--- src/rtl/btn_event_pkg.sv ---
// btn_event_pkg: shared FSM state encoding and counter width for the button decoder
package btn_event_pkg;
  localparam int CNT_W = 32;
  typedef enum logic [2:0] {
    IDLE,
    PRESSED,
    LONG_HELD,
    WAIT_SECOND,
    SECOND_PRESSED
  } state_e;
endpackage

--- src/rtl/btn_edge_detect.sv ---
// btn_edge_detect: registers the button level and flags its rising and falling edges
module btn_edge_detect (
  input  logic clk,
  input  logic rst_n,
  input  logic btn_level,
  output logic btn_q,
  output logic rise,
  output logic fall
);
  logic btn_d;
  // next level is simply the incoming sample
  always_comb btn_d = btn_level;
  // one-cycle delayed copy used as the edge reference
  always_ff @(posedge clk or negedge rst_n)
    if (!rst_n) btn_q <= 1'b0;
    else btn_q <= btn_d;
  assign rise = btn_level & ~btn_q;
  assign fall = ~btn_level & btn_q;
endmodule

--- src/rtl/btn_event_decoder.sv ---
// btn_event_decoder: turns a clean button level into press/release/short/long/double-click pulses
module btn_event_decoder
  import btn_event_pkg::*;
#(
  parameter int CLK_FREQ  = 125000000,
  parameter int LONG_MS   = 1000,
  parameter int DOUBLE_MS = 300
) (
  input  logic clk,
  input  logic rst_n,
  input  logic btn_level,
  output logic press_pulse,
  output logic release_pulse,
  output logic short_press,
  output logic long_press,
  output logic double_click,
  output logic held
);
  localparam logic [CNT_W-1:0] LONG_CNT = CNT_W'((CLK_FREQ / 1000) * LONG_MS);
  localparam logic [CNT_W-1:0] DBL_CNT  = CNT_W'((CLK_FREQ / 1000) * DOUBLE_MS);

  if (LONG_CNT < 2 || DBL_CNT < 2) begin : g_bad_cfg
    $error("btn_event_decoder: LONG_CNT and DBL_CNT must both be >= 2");
  end

  logic btn_q, rise, fall;
  state_e state_q, state_d;
  logic [CNT_W-1:0] cnt_q, cnt_d, cnt_inc;
  logic press_pulse_q, press_pulse_d;
  logic release_pulse_q, release_pulse_d;
  logic short_press_q, short_press_d;
  logic long_press_q, long_press_d;
  logic double_click_q, double_click_d;

  btn_edge_detect u_edge (
    .clk      (clk),
    .rst_n    (rst_n),
    .btn_level(btn_level),
    .btn_q    (btn_q),
    .rise     (rise),
    .fall     (fall)
  );

  assign cnt_inc = (&cnt_q) ? cnt_q : cnt_q + CNT_W'(1);

  // next state, counter and event pulses; edges take priority over timeouts
  always_comb begin
    state_d         = state_q;
    cnt_d           = cnt_q;
    press_pulse_d   = 1'b0;
    release_pulse_d = 1'b0;
    short_press_d   = 1'b0;
    long_press_d    = 1'b0;
    double_click_d  = 1'b0;
    case (state_q)
      IDLE:
        if (rise) begin
          state_d       = PRESSED;
          cnt_d         = '0;
          press_pulse_d = 1'b1;
        end
      PRESSED:
        if (fall) begin
          state_d         = WAIT_SECOND;
          cnt_d           = '0;
          release_pulse_d = 1'b1;
        end else if (cnt_q == LONG_CNT - CNT_W'(1)) begin
          state_d      = LONG_HELD;
          cnt_d        = '0;
          long_press_d = 1'b1;
        end else cnt_d = cnt_inc;
      LONG_HELD:
        if (fall) begin
          state_d         = IDLE;
          cnt_d           = '0;
          release_pulse_d = 1'b1;
        end
      WAIT_SECOND:
        if (rise) begin
          state_d        = SECOND_PRESSED;
          cnt_d          = '0;
          press_pulse_d  = 1'b1;
          double_click_d = 1'b1;
        end else if (cnt_q == DBL_CNT - CNT_W'(1)) begin
          state_d       = IDLE;
          cnt_d         = '0;
          short_press_d = 1'b1;
        end else cnt_d = cnt_inc;
      SECOND_PRESSED:
        if (fall) begin
          state_d         = IDLE;
          cnt_d           = '0;
          release_pulse_d = 1'b1;
        end
      default: begin
        state_d = IDLE;
        cnt_d   = '0;
      end
    endcase
  end

  // state, counter and registered event outputs
  always_ff @(posedge clk or negedge rst_n)
    if (!rst_n) begin
      state_q         <= IDLE;
      cnt_q           <= '0;
      press_pulse_q   <= 1'b0;
      release_pulse_q <= 1'b0;
      short_press_q   <= 1'b0;
      long_press_q    <= 1'b0;
      double_click_q  <= 1'b0;
    end else begin
      state_q         <= state_d;
      cnt_q           <= cnt_d;
      press_pulse_q   <= press_pulse_d;
      release_pulse_q <= release_pulse_d;
      short_press_q   <= short_press_d;
      long_press_q    <= long_press_d;
      double_click_q  <= double_click_d;
    end

  assign press_pulse   = press_pulse_q;
  assign release_pulse = release_pulse_q;
  assign short_press   = short_press_q;
  assign long_press    = long_press_q;
  assign double_click  = double_click_q;
  assign held          = btn_q;
endmodule

--- config.mk ---
export PLATFORM = sky130hd
export DESIGN_NAME = btn_event_decoder
export DESIGN_NICKNAME = d
export VERILOG_FILES = /design/src/rtl/btn_event_pkg.sv /design/src/rtl/btn_edge_detect.sv /design/src/rtl/btn_event_decoder.sv
export SDC_FILE = /design/constraint.sdc
export NUM_CORES = 1
export LEC_CHECK = 0
export ABC_CLOCK_PERIOD_IN_PS = 3180
export BUFFER_PORTS_ARGS = -buffer_cell sky130_fd_sc_hd__buf_2
export CAP_MARGIN = 5
export CORE_MARGIN = 1.5
export CORE_UTILIZATION = 45
export CTS_CLUSTER_DIAMETER = 80
export DETAILED_ROUTE_END_ITERATION = 6
export PLACE_DENSITY = 0.7
export SLEW_MARGIN = 30
export SYNTH_ARGS = -nofsm -noshare
export SYNTH_HDL_FRONTEND = slang
export SYNTH_SLANG_ARGS = --single-unit
export TNS_END_PERCENT = 20
--- constraint.sdc ---
create_clock -name clk -period 3.18 [get_ports clk]
set_input_delay 0.636 -clock clk [delete_from_list [all_inputs] [get_ports clk]]
set_output_delay 0.636 -clock clk [all_outputs]
set_load 0.03 [all_outputs]
; After elaboration in Yosys (flattened, before gate mapping)
; Cells that the tools add are included.
[classes]
n_reduce_logical = 7
bitwise = 4
eq_ne = 10
addsub = 1
mux = 26
[op_table]
columns = op, count
row1 = $mux 32, 7
row2 = $pmux 32 s4, 1
row3 = $add 32x1->32 const B, 1
row4 = $eq 32x26->1 const B, 1
row5 = $eq 32x27->1 const B, 1
row6 = $reduce_and 32->1, 1
row7 = $mux 3, 6
row8 = $pmux 3 s4, 1
row9 = $mux 1, 11
row10 = $eq 3x2->1 const B, 2
row11 = $ne 3x3->1 const B, 2
row12 = $reduce_and 4->1, 1
row13 = $reduce_or 2->1, 2
row14 = $eq 3x1->1 const B, 1
row15 = $eq 3x3->1 const B, 1
row16 = $logic_not 3->1, 1
row17 = $reduce_or 3->1, 1
row18 = $and 1x1->1, 2
row19 = $ne 2x1->1 const B, 1
row20 = $ne 2x2->1 const B, 1
row21 = $not 1->1, 2
row22 = $reduce_and 2->1, 1
[word_totals]
out_inout_bits = 6
regBits = 41

; Depth between registers and ports, before layout
; Gate-level depths: netlist of run 1.
[logic_depth]
word_depth = 5
ltp_mapped = 8
depth_no_buf = 6

; By module
; Synthesis of run 1 repeated with hierarchy kept, for this count alone.
[hier_totals]
cells_unflattened = 251
hier_area_um2 = 2304.7
[modules_own_cells]
columns = module, seq_area_each_um2, area_each_um2, n_inst, cells_each
row1 = btn_event_decoder, 1001.0, 2264.7, 1, 248
row2 = btn_edge_detect, 25.0, 40.0, 1, 3

; Least setup slack after synthesis of run 1
; Ideal clock, no wire load.
[synth_timing]
path_kind = input port to flip-flop
from = input btn_level
to = register cnt_q[28]
setup_time_ns = 0.074
cell_stages = 7
setup_slack_ns = 0.554
arrival_ns = 2.551
cell_sequence = or4b_4 o211a_1 buf_6 or4b_1 buf_6 or4_4 a21oi_2
[synth_via]
elab_chain_cells = 4
word_cells_on_any_way = 9
[synth_rtl]
columns = item, line
row1 = from (decl), btn_event_decoder.sv:11  ; input logic btn_level,
row2 = $not 1->1, btn_edge_detect.sv:18  ; assign fall = ~btn_level & btn_q;
row3 = $and 1x1->1, btn_edge_detect.sv:18
row4 = $mux 32 or $ne 2x1->1 (tied branches), --
row5 = $pmux 32 s4 or $reduce_and 2->1 (tied branches), --
row6 = to (signal assigned), btn_event_decoder.sv:114  ; cnt_q <= cnt_d;
row7 = to (decl), btn_event_decoder.sv:28  ; logic [CNT_W-1:0] cnt_q, cnt_d, cnt_inc;
; Several ways; a longest one is shown, not always the timed one.
; A chain may end at the register's enable or synchronous reset.

; Final worst setup path of run 1
[layout_timing]
from = register state_q[1]
to = register cnt_q[26]
[layout_via]
elab_chain_cells = 4
word_cells_on_any_way = 10
[layout_rtl]
columns = item, line
row1 = from (decl), btn_event_decoder.sv:27  ; state_e state_q, state_d;
row2 = from (signal assigned), btn_event_decoder.sv:113  ; state_q <= state_d;
row3 = $eq 3x3->1 or $eq 3x2->1 (tied branches), btn_event_decoder.sv:55  ; case (state_q)
row4 = $reduce_or 2->1 (no line), --
row5 = $ne 2x1->1 (no line), --
row6 = $reduce_and 2->1 (no line), --
; Several ways; a longest one is shown, not always the timed one.

==> metrics.txt, run 1 <==
outcome=completed; Max Clock Skew=approximately 6.7 ps; post_cts resized=0; Synth cell types=44; share of cells above drive strength 1=between 10% and 20%; DR WL/cell=15.8 microns; Die Ht=75.6 microns; Die Width=75.6 microns; DR iter-0 viols=105; first-pass GRT wire length=9.27 mm; top cell type by total area after synthesis=dfrtp_1; Post-CTS Setup Repair Bufs=0; via density per instance=6.12; worst-path cell chain=or4b_4 > o211a_1 > or4b_1 > or4_1 > a21oi_1; Seq/Total Area, Yosys=43.2%; Max Clock Freq=390 MHz; Most used DFF post-synth=dfrtp_1; DR pass1 iterations=4; port buffer count=8; critical path endpoint category=flip-flop; worst-case clock buffer depth=2; RSZ-0062 raised after global routing=no; H-tree Lvls=2; total power=1.36 mW; cell leakage power=0.964 nW; Post-Syn Area=about 2400 sq um; relative slew slack=59.3%; fin util=50.4%; CP required=3400 ps; DRT Wirelength=5.44 mm; Slowest cell on crit path=or4b_1; syn nets=272; met2 WL=approximately 2.5 mm; commonest non-fill, non-tap cell in the layout=dfrtp_1; Fin. Hold Viols=0; final period utilization=between 80% and 90%; largest net degree at the start of global routing=42; max-slew violation count=0; Hold/Removal Path Class=input port to async pin; n_diodes=0; GRT Overall Usage=21.5%; residual DRC count=0; antenna-violating nets left=0; syn_area_per_cell=8.86 sq um; initial cell density of the core=46.5%; pwr dens=530 nW/um^2; dpl hpwl=3.77 mm; GP Congestion=between 0.9 and 1; hold_buf cts=0; Setup TNS=0 ps; initial antenna violation count=0; # rows=26; CP Launch Type=flip-flop; Layout area overhead=8.38%; maxcap violations=0; maximum vdd drop=0.000374 V; uppermost layer routed=met4; Num CTS Buffers=5; clk sinks=between 40 and 50; critical path class=flip-flop to flip-flop; clk_lat worst skew=290 ps; Setup Viol. Count Final=0; WL met3=roughly 230 microns; CTS root buffer=clkbuf_8; DR vias=2112; top post-synthesis cells by area=dfrtp_1, a21oi_1, o31ai_1; final worst path period need=2560 ps; most frequent cells in the layout=dfrtp_1, a21oi_1, nand2_1; Async SR Flop Fraction=100%; Post-Synthesis Cells=268; Yosys top cell area share=43.2%; Worst Tran Pin Value=between 600 and 700 ps; vias in the first global route=1966; TritonCTS clock tree=built; WP data arrival=about 2800 ps; slowest cell delay on critical path=690 ps; die area=5720 sq um; Post-synth EDFFs=0; I/O pin total=9; synthesis-stage register bit count=just over 40; yosys warns=0; layout net count=278; crit-path max FO=11; Met1 Wirelength=2.60 mm; GRT overflow=0; clock transition at the registers of the reported paths=about 80 ps; Core ar.=between 5000 and 6000 sq um
[metrics by stage]
stage	setup WS, ps	area [sq um]	instances	hold WS (ps)
detailed placement	449	2490	337	568
global route	470	2570	345	366
global placement	489	2490	337	563
CTS	624	2570	345	482
finish	615	2570	345	324
floorplan	554	2370	268	340
[critical path, delay by kind of cell, from the launching register on]
family          cells  cell delay [ps]
flops               1              490
compound gates      2              300
simple gates        3             1700
[synth_stat cells, drive strengths merged (2+ instances only)]
| cell type | instances |
|---|---|
| buf | 5 |
| nor2b | 2 |
| nor3b | 2 |
| a21oi | 33 |
| or4 | 15 |
| o31ai | 17 |
| nand4 | 14 |
| xor2 | 3 |
| nor2 | 13 |
| and4 | 3 |
| nor3 | 4 |
| inv | 4 |
| nor4 | 3 |
| o21ai | 13 |
| or3 | 16 |
| nand3 | 17 |
| clkbuf | 11 |
| nand2 | 19 |
| nand2b | 2 |
| and2 | 3 |
| or4b | 3 |
| nor4b | 2 |
| dfrtp | 41 |
| and3 | 9 |
[area by class of cell]
class	count	area, sq um
clock buffer	6	72.6
fill	492	2530
inverter	4	15.0
multi-input combinational	207	1270
tap	70	87.6
clock inverter	2	10.0
timing repair buffer	15	95.1
sequential	41	1030
[registers in the layout (all words and copies together), names as in the netlist]
| signal | flops |
|---|---|
| double_click | 1 |
| short_press | 1 |
| cnt_q | 32 |
| long_press | 1 |
| u_edge.btn_q | 1 |
| press_pulse | 1 |
| release_pulse | 1 |
| state_q | 3 |
[cells by family after synthesis]
family	synth area share [%]
AOI/OAI and AO/OA	18.3
xor gates and xnor gates	1.48
adders and majority gates	0.527
buffers and inverters	4.16
DFF	43.2
and+or+nand+nor	32.3
[report_power, final]
part / switching [mW] / leakage [nW] / internal (mW)
sequential: 0.0557 / 0.565 / 0.557
clock: 0.176 / 0.0450 / 0.152
combinational: 0.274 / 0.354 / 0.149
total: 0.506 / 0.964 / 0.857
[routing by layer]
metal  vias to the layer above  track usage (%)
li1                       1052                -
met1                      1012             29.7
met2                        43             34.5
met3                         5             3.97
met4                         0             6.75
met5                         -                0
[path summary, 6_finish.rpt]
kind                                 start            to  slack, ps  cells past startpoint
min in group clk                 btn_level  u_edge.btn_q        490                      1
max in group asynchronous            rst_n    long_press       2500                      1
worst min register to register    cnt_q[4]      cnt_q[4]        570                      2
worst min-delay path                 rst_n     cnt_q[11]        320                      1
worst max-delay path            state_q[1]     cnt_q[26]        620                      5
worst max register to register  state_q[1]     cnt_q[26]        620                      5
(Power assumes the default switching activity.)
==> run 2, diff against run 1 <==
Settings changed: ABC_CLOCK_PERIOD_IN_PS 3180 to 2300, PLACE_DENSITY 0.7 to 0.72.
Clock period 3.18 ns to 2.3 ns, I/O delays scaled along.
==> run 2 against run 1 <==
Flip-flop and latch count unchanged. Design area up 11%. Utilization up 5.6 points. Wire length up 7.2%. Global-route usage up 0.33 points. Setup slack worse by 560 ps. First-iteration DRC count up 98%. Non-clock buffer count up 27. Combinational power up 100%. Sequential power up 30%. Critical endpoint unchanged. Largest cell class unchanged.
==> metrics.txt, run 2 (synthesis gave the netlist of run 1 again) <==
residual DRC count=0 (unchanged); r2r setup slk=60 ps (-560 ps); Pint=1.38 mW (+61%); fin util=56.0% (+5.6 points); GRT Overall Usage=21.8% (+0.33 points); maximum vdd drop=0.000500 V (+34%); TritonCTS clock tree=built; Reg with most FFs=cnt_q; DR iter-0 viols=208 (+98%); initial antenna violation count=0 (unchanged); critical path endpoint category=flip-flop; DR vias=2253 (+6.7%); largest registers=cnt_q (32), state_q (3); maxcap violations=0 (unchanged); die area=5720 sq um (unchanged); relative slew slack=69.0% (+9.8 points); CP Launch Type=flip-flop; Worst path most repeated cell=or4b_4; worst r2r src=state_q[1]; WP data arrival=2470 ps (-310 ps); cell area after layout=2860 sq um (+11%); Hold/Removal Path Class=input port to async pin; worst-case clock buffer depth=2 (unchanged); Max Clock Freq=446 MHz (+14%); largest net degree at the start of global routing=29 (-31%); DRT Wirelength=5.83 mm (+7.2%); Largest register FFs=32 (unchanged); port buffer count=8 (unchanged); CTS root buffer=clkbuf_8; Max Clock Skew=4.23 ps (-2.50 ps); # rows=26 (unchanged); Comb pwr share=39.9% (+8.9 points); GP Congestion=0.898 (-4.6%); DR WL/cell=15.7 microns (-0.55%); slowest cell delay on critical path=550 ps (-140 ps); max-slew violation count=0 (unchanged); Sw Pwr=773 uW (+53%); via density per instance=6.06 (-1.1%); share of cells above drive strength 1=21.5% (+11 points); crit-path max FO=11 (unchanged); Fin. Hold Viols=0 (unchanged); DP Area=2660 sq um (+7.0%); GRT overflow=0 (unchanged); n_diodes=0 (unchanged); Die Ht=75.6 microns (unchanged); Layout area overhead=20.4%; WP depth=5 (unchanged); vias in the first global route=2006 (+2.0%); H-tree Lvls=2 (unchanged); worst-path cell chain=or4b_4 > o211a_1 > or4b_4 > or4_4 > a21oi_1; critical path class=flip-flop to flip-flop; Seq pwr share=37.0% (-7.9 points); cell leakage power=1.12 nW (+16%); clock transition at the registers of the reported paths=80 ps (about the same); dpl hpwl=4.03 mm (+6.8%); final worst path period need=2240 ps (-323 ps); hold_buf cts=0 (unchanged); Worst Setup SP=state_q[1]; CP Buf/Inv Count=0 (unchanged); pwr dens=753 nW/um^2 (+42%); I/O pin total=9 (unchanged); Num CTS Buffers=5 (unchanged); final period utilization=97.5% (+17 points); clk_lat worst skew=290 ps (about the same); first-pass GRT wire length=9.54 mm (+2.9%); antenna-violating nets left=0 (unchanged); most frequent cells in the layout=dfrtp_1, a21oi_1, buf_4; Die Width=75.6 microns (unchanged); worst setup path end=cnt_q[26]; clk sinks=41 (unchanged); layout net count=305 (+9.7%); Setup Viol. Count Final=0 (unchanged); RSZ-0062 raised after global routing=yes; reg2reg end=cnt_q[26]; Reg2Reg Depth=5 (unchanged); Core ar.=5110 sq um (unchanged); CP delay by family, top=simple AND/OR/NAND/NOR gates; CP required=2530 ps (-870 ps); initial cell density of the core=46.5% (unchanged); switch share=35.9% (-1.2 points); clock network power share=23.0% (-1.1 points); Slowest cell on crit path=or4b_4; Worst Tran Pin Value=460 ps (-145 ps); commonest non-fill, non-tap cell in the layout=dfrtp_1; outcome=completed; DR pass1 iterations=4 (unchanged)
run 2: changes by cell type in the layout (fill, tap and decap cells not counted), moves of 2 or more:
cell,delta
buf_6,+4
nor4b_2,+2
or3_4,+2
clkinv_2,-2
buf_4,+21
nor4b_1,-2
or3_1,-2
run 2: power by group through the flow:
stage	Combinational [mW]	Sequential [mW]	Clock, mW
after detailed placement	0.691	0.811	0
after global placement	0.685	0.809	0
after CTS	0.690	0.797	0.505
after floorplan	0.437	0.830	0
after global routing	0.937	0.805	0.528
final	0.860	0.797	0.496
run 2: metrics by stage:
| step | std cells | setup WS [ps] | TNS, ps | power, mW | hold slack [ps] |
|---|---|---|---|---|---|
| finish | 372 | 57.9 | 0 | 2.15 | 42.3 |
| global route | 372 | -18.3 | -29.2 | 2.27 | 55.8 |
| CTS | 366 | 24.9 | 0 | 1.99 | 53.0 |
| detailed placement | 358 | -88.8 | -346 | 1.50 | 375 |
| global placement | 358 | -65.8 | -128 | 1.49 | 368 |
| floorplan | 268 | -203 | -1030 | 1.27 | 164 |
run 2: worst min path at each step:
stage | depth (start not counted) | start | slack (ps) | endpoint
3_5_place_dp | 1 | rst_n | 370 | cnt_q[27]
2_1_floorplan | 0 | rst_n | 160 | cnt_q[0]
4_1_cts | 1 | rst_n | 50 | cnt_q[27]
5_1_grt | 1 | rst_n | 60 | cnt_q[27]
6_report | 1 | rst_n | 40 | cnt_q[27]
3_3_place_gp | 1 | rst_n | 370 | cnt_q[27]
run 2: final cells by class:
type	count	area (sq um)
clock buffer	8	90.1
fill	484	2250
inverter	4	15.0
multi-input combinational	207	1320
sequential	41	1030
tap	70	87.6
timing repair buffer	42	323
run 2: per-layer routing:
layer / global-route usage (%) / part of all wire [%] / vias to the layer above
met3: 3.97 / 4.3 / 6
met1: 31.4 / 46 / 1097
met5: 0 / 0 / -
met4: 5.16 / 0.98 / 0
li1: - / - / 1099
met2: 34.3 / 48 / 51
run 2: repair_timing:
| item | 4_1_cts | 5_1_grt |
|---|---|---|
| resized for setup | 0 | 18 |
| endpoints found under the setup margin | 0 | 32 |
| buffers inserted | 0 | 4 |
